===== config.mk =====
export PLATFORM = sky130hd
export DESIGN_NAME = sequence_player_flat
export DESIGN_NICKNAME = d
export VERILOG_FILES = /design/src/rtl/sequence_player_if.sv /design/src/rtl/sequence_player.sv /design/src/flat_wrapper.sv
export SDC_FILE = /design/constraint.sdc
export NUM_CORES = 1
export LEC_CHECK = 0
export CORE_UTILIZATION = 59
export CTS_CLUSTER_DIAMETER = 30
export DETAILED_ROUTE_END_ITERATION = 6
export PLACE_DENSITY_LB_ADDON = 0.08
export SYNTH_ARGS = -nofsm -noshare
export SYNTH_HDL_FRONTEND = slang
export SYNTH_SLANG_ARGS = --single-unit

===== constraint.sdc =====
create_clock -name clock -period 4.35 [get_ports clock]
set_input_delay 0.6525 -clock clock [delete_from_list [all_inputs] [get_ports clock]]
set_output_delay 0.6525 -clock clock [all_outputs]
set_load 0.02 [all_outputs]

===== src/rtl/sequence_player_if.sv =====
// Round-display bus between the sequence player and its controller/comparator.
// seq_dat carries the packed directions (the word "sequence" is reserved in SystemVerilog).
interface sequence_player_if;
  logic       start;
  logic       replay;
  logic [7:0] seq_dat;
  logic [1:0] led_dir;
  logic       led_on;
  logic       busy;
  logic       ready;
  logic       play_done;

  modport master (
    output start, replay,
    input  seq_dat, led_dir, led_on, busy, ready, play_done
  );

  modport slave (
    input  start, replay,
    output seq_dat, led_dir, led_on, busy, ready, play_done
  );
endinterface


===== src/rtl/sequence_player.sv =====
// Simon Says sequence player: latches an LFSR byte and shows its four directions on the LEDs.
// Optional REPLAY_EN macro: replay in DONE re-plays the held sequence without drawing a new one.
module sequence_player #(
  parameter int         DWELL_CYCLES = 25000000,
  parameter int         GAP_CYCLES   = 12500000,
  parameter logic [7:0] SEED         = 8'hB8
) (
  input  logic              clock,
  input  logic              reset,
  sequence_player_if.slave  p
);

  localparam logic [7:0] SEED_NZ = (SEED == 8'h00) ? 8'h01 : SEED;
  localparam int CNT_MAX = (DWELL_CYCLES > GAP_CYCLES) ? DWELL_CYCLES : GAP_CYCLES;
  localparam int CW      = (CNT_MAX > 1) ? $clog2(CNT_MAX) : 1;
  localparam logic [CW-1:0] DWELL_LAST = CW'(DWELL_CYCLES - 1);
  localparam logic [CW-1:0] GAP_LAST   = CW'(GAP_CYCLES - 1);

  typedef enum logic [1:0] {IDLE, SHOW, GAP, DONE} state_t;

  state_t        state_q, state_d;
  logic [7:0]    lfsr_q, lfsr_d;
  logic [7:0]    seq_q, seq_d;
  logic [1:0]    idx_q, idx_d;
  logic [CW-1:0] cnt_q, cnt_d;
  logic [1:0]    led_dir_q, led_dir_d;
  logic          play_done_q, play_done_d;
  logic [1:0]    cur_dir;

  // Step idx occupies bits {~idx,1} downto {~idx,0}: idx 0 -> [7:6], idx 3 -> [1:0].
  assign cur_dir = seq_q[{~idx_q, 1'b1} -: 2];

  always_comb begin
    state_d     = state_q;
    lfsr_d      = {lfsr_q[6:0], lfsr_q[7] ^ lfsr_q[5] ^ lfsr_q[4] ^ lfsr_q[3]};
    seq_d       = seq_q;
    idx_d       = idx_q;
    cnt_d       = cnt_q;
    play_done_d = 1'b0;

    case (state_q)
      IDLE, DONE: begin
        if (p.start) begin
          seq_d   = lfsr_q;
          idx_d   = 2'd0;
          cnt_d   = '0;
          state_d = SHOW;
        end
`ifdef REPLAY_EN
        else if (state_q == DONE && p.replay) begin
          idx_d   = 2'd0;
          cnt_d   = '0;
          state_d = SHOW;
        end
`endif
      end
      SHOW: begin
        if (cnt_q == DWELL_LAST) begin
          cnt_d   = '0;
          state_d = GAP;
        end else begin
          cnt_d = cnt_q + 1'b1;
        end
      end
      GAP: begin
        if (cnt_q == GAP_LAST) begin
          cnt_d = '0;
          if (idx_q == 2'd3) begin
            state_d     = DONE;
            play_done_d = 1'b1;
          end else begin
            idx_d   = idx_q + 2'd1;
            state_d = SHOW;
          end
        end else begin
          cnt_d = cnt_q + 1'b1;
        end
      end
      default: state_d = IDLE;
    endcase

    led_dir_d = (state_q == SHOW) ? cur_dir : led_dir_q;
  end

`ifndef REPLAY_EN
  logic unused_replay;
  assign unused_replay = p.replay;
`endif

  always_ff @(posedge clock) begin
    if (reset) begin
      state_q     <= IDLE;
      lfsr_q      <= SEED_NZ;
      seq_q       <= 8'h00;
      idx_q       <= 2'd0;
      cnt_q       <= '0;
      led_dir_q   <= 2'd0;
      play_done_q <= 1'b0;
    end else begin
      state_q     <= state_d;
      lfsr_q      <= lfsr_d;
      seq_q       <= seq_d;
      idx_q       <= idx_d;
      cnt_q       <= cnt_d;
      led_dir_q   <= led_dir_d;
      play_done_q <= play_done_d;
    end
  end

  assign p.seq_dat   = seq_q;
  assign p.led_dir   = led_dir_d;
  assign p.led_on    = (state_q == SHOW);
  assign p.busy      = (state_q == SHOW) || (state_q == GAP);
  assign p.ready     = (state_q == DONE);
  assign p.play_done = play_done_q;

endmodule


===== src/flat_wrapper.sv =====
// flat-port wrapper written by rule: the top's interface ports become plain ports
module sequence_player_flat 
#(
  parameter int         DWELL_CYCLES = 25000000,
  parameter int         GAP_CYCLES   = 12500000,
  parameter logic [7:0] SEED         = 8'hB8
)
  (clock, reset, p_start, p_replay, p_seq_dat, p_led_dir, p_led_on, p_busy, p_ready, p_play_done);
  sequence_player_if p_i ();
  input  logic clock;
  input  logic reset;
  input wire logic [$bits(p_i.start)-1:0] p_start;
  input wire logic [$bits(p_i.replay)-1:0] p_replay;
  output wire logic [$bits(p_i.seq_dat)-1:0] p_seq_dat;
  output wire logic [$bits(p_i.led_dir)-1:0] p_led_dir;
  output wire logic [$bits(p_i.led_on)-1:0] p_led_on;
  output wire logic [$bits(p_i.busy)-1:0] p_busy;
  output wire logic [$bits(p_i.ready)-1:0] p_ready;
  output wire logic [$bits(p_i.play_done)-1:0] p_play_done;
  assign p_i.start = p_start;
  assign p_i.replay = p_replay;
  assign p_seq_dat = p_i.seq_dat;
  assign p_led_dir = p_i.led_dir;
  assign p_led_on = p_i.led_on;
  assign p_busy = p_i.busy;
  assign p_ready = p_i.ready;
  assign p_play_done = p_i.play_done;
  sequence_player #(.DWELL_CYCLES(DWELL_CYCLES), .GAP_CYCLES(GAP_CYCLES), .SEED(SEED)) u_core (.clock(clock), .reset(reset), .p(p_i));
endmodule

# == Word-level counts from Yosys, hierarchy flattened ==
# Index checks and enable logic that the tools add are counted.
# totals
register_bits,48
inputBits,4
output_inout_bits,14
word_cells,49
# classes
addsub,2
n_eq_ne,10
shift,1
mux,15
bitwise_logic,6
n_reduce_logical,8
# ops
cell,count
2-to-1 mux 25 bit,3
one-hot mux 25 bit (3 select lines),1
"adder 25 x 1 -> 25 bit, second input constant",1
"equality test 25 x 24 -> 1 bit, second input constant",1
"equality test 25 bit, second input constant",1
2-to-1 mux 2 bit,8
variable part select 9 x 4 -> 2 bit,1
"equality test 2 bit, second input constant",3
one-hot mux 2 bit (3 select lines),1
"inequality test 2 x 1 -> 1 bit, second input constant",2
"inequality test 2 bit, second input constant",2
one-hot mux 2 bit (2 select lines),1
AND reduction 4 bit,1
AND reduction 3 bit,1
OR reduction 3 bit,1
XOR 1 bit,3
"adder 2 x 1 -> 2 bit, second input constant",1
"equality test 2 x 1 -> 1 bit, second input constant",1
logical NOT 2 bit,1
NOT 1 bit,2
NOT 2 bit,1
AND reduction 2 bit,1
nonzero test 2 bit,1
OR reduction 2 bit,1
other kinds (2),2

# == Logic depth before layout (Yosys ltp) ==
# depth
word_depth,4
ltp_mapped,8
depth_no_buf,7

# == Least setup slack after synthesis ==
# No wires, ideal clock.
# synth_path
path_kind,flip-flop to flip-flop
from,reg u_core.cnt_q[6]
to,reg u_core.cnt_q[8]
setup_ns,0.117
t_arrival_ns,2.072
t_required_ns,4.233
path_slack_ns,2.161
stages_incl_launch_ff,8
n_path_buf,1
synth_period_minus_slack_ns,2.189
path_cell_list,dfxtp_1 -> or4_1 -> or4_4 -> o21ai_4 -> a21oi_2 -> buf_6 -> a21o_1 -> a22o_1
# synth_between
elab_chain_cells,3
elab_cells_between_ends,6
classes_between,add/sub: 1; eq/ne: 2; mux: 3
# synth_lines
element,line,rtl
from (decl),sequence_player.sv:25,"logic [CW-1:0] cnt_q, cnt_d;"
from (signal assigned),sequence_player.sv:104,cnt_q <= cnt_d;
adder 25 x 1 -> 25 bit (tied with other cells),"sequence_player.sv:62, sequence_player.sv:76",
"2-to-1 mux 25 bit, on equally long branches","sequence_player.sv:66, sequence_player.sv:58",
one-hot mux 25 bit (3 select lines) *,sequence_player.sv:41,case (state_q)
# Every way passes the cells marked *; elsewhere a longest branch is shown, timed or not.
# A chain may end at the register's enable or synchronous reset.

# == Worst setup path in the final report ==
# layout_path
from,reg u_core.idx_q[0]
to,out p_led_dir[0]
# layout_between
elab_chain_cells,3
# layout_lines
element,line,rtl
from (decl),sequence_player.sv:24,"logic [1:0] idx_q, idx_d;"
from (signal assigned),sequence_player.sv:103,idx_q <= idx_d;
NOT 2 bit,sequence_player.sv:31,"assign cur_dir = seq_q[{~idx_q, 1'b1} -: 2];"
variable part select 9 x 4 -> 2 bit,sequence_player.sv:31,
2-to-1 mux 2 bit,sequence_player.sv:82,led_dir_d = (state_q == SHOW) ? cur_dir : led_dir_q;
to (decl),flat_wrapper.sv:15,output wire logic [$bits(p_i.led_dir)-1:0] p_led_dir;
# No other way between the ends.

==> key figures <==
Synthesis
  – Fraction of registers with async set/reset: 0%
  – Top-area cell type share of the netlist area: 42.2%
  – Xor/xnor share of the synthesized area: 2.69%
  – Simple-gate portion of the synthesized area: 26.0%
  – Post-synthesis adder-cell area fraction: 3.29%
  – Post-synthesis mux area share: 2.96%
  – Unique cell type count in the Yosys netlist: 42
  – Post-Syn Area: 2280 um2
  – Sequential share of the synthesized area: 42.2%
  – Count of state elements after synthesis: 48
  – Combinational family with the most area after synthesis: simple AND/OR/NAND/NOR gates
  – Syn_nets: 279
  – Biggest area consumer among synthesized cells: dfxtp_1
  – Top cells by area, synth: dfxtp_1 (42%), a31oi_1 (5.5%), a21oi_1 (5.3%), nand2_1 (4.8%), nand3_1 (4.4%)
  – Mapped Cells: 269
  – Top_reg_cell synth: dfxtp_1
  – Avg Cell Area, Syn: 8.47 um2
  – Post-synth EDFFs: 0
  – Synth Area in Compound Gates: 19.1%
  – Synth Warn #: 0

Global route
  – Largest net degree at the start of global routing: 43
  – GRT Resource Usage Total: 25.3%
  – Initial antenna violation count: 0
  – Vias in the first global route: 1784
  – First-pass GRT wire length: 8.12 mm
  – Grt total ovfl: 0

Power
  – Leakage: 0.850 nW
  – Power Dens Cells: 354 nW/um2
  – Combinational group share of total power: 12.5%
  – P_sw: 0.236 mW
  – Clock share of power: 36.5%
  – Sw Share: 25.9%
  – Flop pwr share: 51.0%
  – Internal power: 0.674 mW
  – Peak supply drop: 0.288 mV

Floorplan
  – Die Y: 64.2 um
  – Die ar.: 4120 um2
  – Cell row count: 22
  – Core area: 3690 um2
  – Starting Density: 61.8%
  – Die width: 64.2 um
  – Top Ports: 18

Place
  – Placer Congestion: 0.809
  – IO Port Bufs: 16
  – Hpwl dp: 3.19 mm

Setup path
  – Crit path launch type: register
  – CP Class: register to output pin
  – Worst EP required: 3.70 ns
  – CP bufs+invs: 1
  – Crit path max-delay family: multiplexers
  – Register-to-Register Path Depth: 7
  – Crit-path cells: mux4_2 > mux2_2 > clkdlybuf4s50_1
  – Crit path capture type: output pin
  – Worst R2R End: u_core.cnt_q[8]
  – Slowest CP cell: mux4_2
  – Worst path max stage delay: 0.54 ns
  – Worst EP arrival: 2.08 ns
  – Maximum fanout along the worst path: 5
  – Reg2reg setup slack: 1.88 ns
  – R2R Path Start: u_core.cnt_q[6]

Detailed routing
  – Avg WL per Cell: 14.1 um
  – Post-DRT Antenna Nets: 0
  – Vias/cell: 6.16
  – Via count: 2027
  – Drt pass-1 iters: 5
  – WL final: 4.63 mm
  – DR iter-0 viols: 168
  – DRC Markers: 0

Timing
  – FMAX: 0.366 GHz
  – Final Max Tran Viols: 0
  – Tightest Pin Transition: 0.685 ns
  – Hold_ws: 0.447 ns
  – RSZ-0062 raised after global routing: no
  – TNS Setup: 0 ns
  – Count of final setup violators: 0
  – Max Clock Skew: 0.00415 ns
  – Final Cycle Share: 62.8%
  – Slew margin rel.: 53.9%
  – Tmin final: 2.73 ns
  – Final hold vios: 0

Clock tree
  – Clock Root Buffer: clkbuf_8
  – CTS Buf Count: 5
  – CTS tree: yes
  – H-tree levels: 2
  – Hold_buf cts: 0
  – Setup repair bufs after CTS: 0
  – Max Root-Sink Buffers: 2
  – Number of gates resized after CTS: 0
  – Worst skew pair latency: 0.30 ns
  – Clock slew at reported path FFs: 0.09 ns
  – Clock sink count: 48

Final layout
  – Share of cells above drive strength 1: 8.90%
  – Net count, final: 290
  – Antenna cells: 0
  – Synthesis-to-layout area growth: 12.7%

Run status
  – Outcome: finished, final reports clean

Min path
  – Worst Hold Depth: 1
  – Worst Hold Class: register to register
  – Hold EP: u_core.lfsr_q[3]
  – Worst hold start: u_core.lfsr_q[2]

Job
  – Maximum capacitance violations: 0
-- worst register-to-register path, delay by kind of cell, from the launching register on --
family                 cells  cell delay (ns)
DFF                        1             0.37
and+or+nand+nor            2             1.04
AOI/OAI and AO/OA          4             0.71
buffers and inverters      1             0.26
-- state kept, by name, summed over array words and instances, names as in the netlist --
| name | cells |
|---|---|
| u_core.cnt_q | 25 |
| u_core.lfsr_q | 8 |
| u_core.p.seq_dat | 8 |
| u_core.idx_q | 2 |
| u_core.led_dir_q | 2 |
| u_core.state_q | 2 |
| u_core.p.play_done | 1 |
-- per-layer routing --
layer / GRT usage [%] / part of all wire [%] / up-vias
li1: - / - / 1009
met1: 34.9 / 49 / 963
met2: 39.6 / 45 / 48
met3: 4.11 / 3.9 / 7
met4: 9.44 / 1.4 / 0
met5: 0 / 0 / -
-- synthesized netlist by cell type, types with 2 or more instances --
| master | instances |
|---|---|
| o21ai_0 | 8 |
| nor4_1 | 5 |
| nand2b_1 | 3 |
| nand3_1 | 20 |
| or4_1 | 2 |
| clkbuf_1 | 11 |
| a41oi_1 | 3 |
| nand2_1 | 29 |
| mux4_2 | 2 |
| a22o_1 | 5 |
| nor3_1 | 2 |
| nand4_1 | 11 |
| or3_1 | 4 |
| or2_2 | 7 |
| xnor2_1 | 6 |
| inv_1 | 7 |
| a21oi_1 | 24 |
| dfxtp_1 | 48 |
| ha_1 | 6 |
| nor2b_1 | 5 |
| buf_1 | 2 |
| mux2_2 | 2 |
| nand3b_1 | 2 |
| a31oi_1 | 20 |
| nor2_1 | 18 |
-- stage by stage --
step	total power, mW	utilization (%)	cells	setup slack, ns	instance area (um2)
floorplan	0.551	-	269	2.16	2280
global placement	0.587	66.6	321	1.90	2450
detailed placement	0.588	66.6	321	1.89	2450
CTS	0.916	69.7	329	1.60	2570
global route	0.950	69.7	329	1.49	2570
finish	0.909	69.7	329	1.62	2570
-- power groups by stage --
stage | Clock [mW] | Combinational, mW | Sequential (mW)
global route | 0.358 | 0.125 | 0.467
floorplan | 0 | 0.0723 | 0.479
detailed placement | 0 | 0.113 | 0.475
global placement | 0 | 0.112 | 0.474
finish | 0.332 | 0.113 | 0.464
CTS | 0.338 | 0.114 | 0.464
-- cells by family after synthesis --
kind of cell    after synthesis
compound gates               69
xor+xnor                      7
fa+ha+maj                     6
buf+inv                      21
flops                        48
mux                           4
simple gates                114
-- how the worst max path moves through the flow --
stage,start,to,slack [ns],depth (start not counted)
finish,u_core.idx_q[0],p_led_dir[0],1.62,3
global route,u_core.state_q[0],p_busy,1.49,4
CTS,u_core.idx_q[0],p_led_dir[0],1.60,3
detailed placement,reset,u_core.cnt_q[17],1.89,7
global placement,reset,u_core.cnt_q[17],1.90,7
floorplan,u_core.cnt_q[6],u_core.cnt_q[8],2.16,7
-- layout make-up --
type | instances | area, um2
Clock inverter | 3 | 46.3
Fill cell | 314 | 1120
Inverter | 7 | 26.3
Timing Repair Buffer | 18 | 175
Tap cell | 48 | 60.1
Sequential cell | 48 | 961
Clock buffer | 5 | 68.8
Multi-Input combinational cell | 200 | 1230
-- placed cells by master, fill, tap and decap left out, drive strengths merged, types with 2 or more instances in the layout --
master         Yosys  routed
clkbuf            11       5
a41oi              3       3
mux4               2       2
buf                3       2
or2                7       7
nand3             20      20
a22o               5       5
nand3b             2       2
dfxtp             48      48
nor2              18      18
a21oi             25      25
xnor2              6       6
or3                4       4
inv                7       8
nor2b              5       5
nor3               2       2
clkdlybuf4s50      0      16
or4                3       3
nor4               5       5
nand2             29      29
o21ai             10      10
nand2b             3       3
nand4             11      11
ha                 6       6
a31oi             20      20
mux2               2       2
No activity file was read; power rests on OpenSTA's default activity.
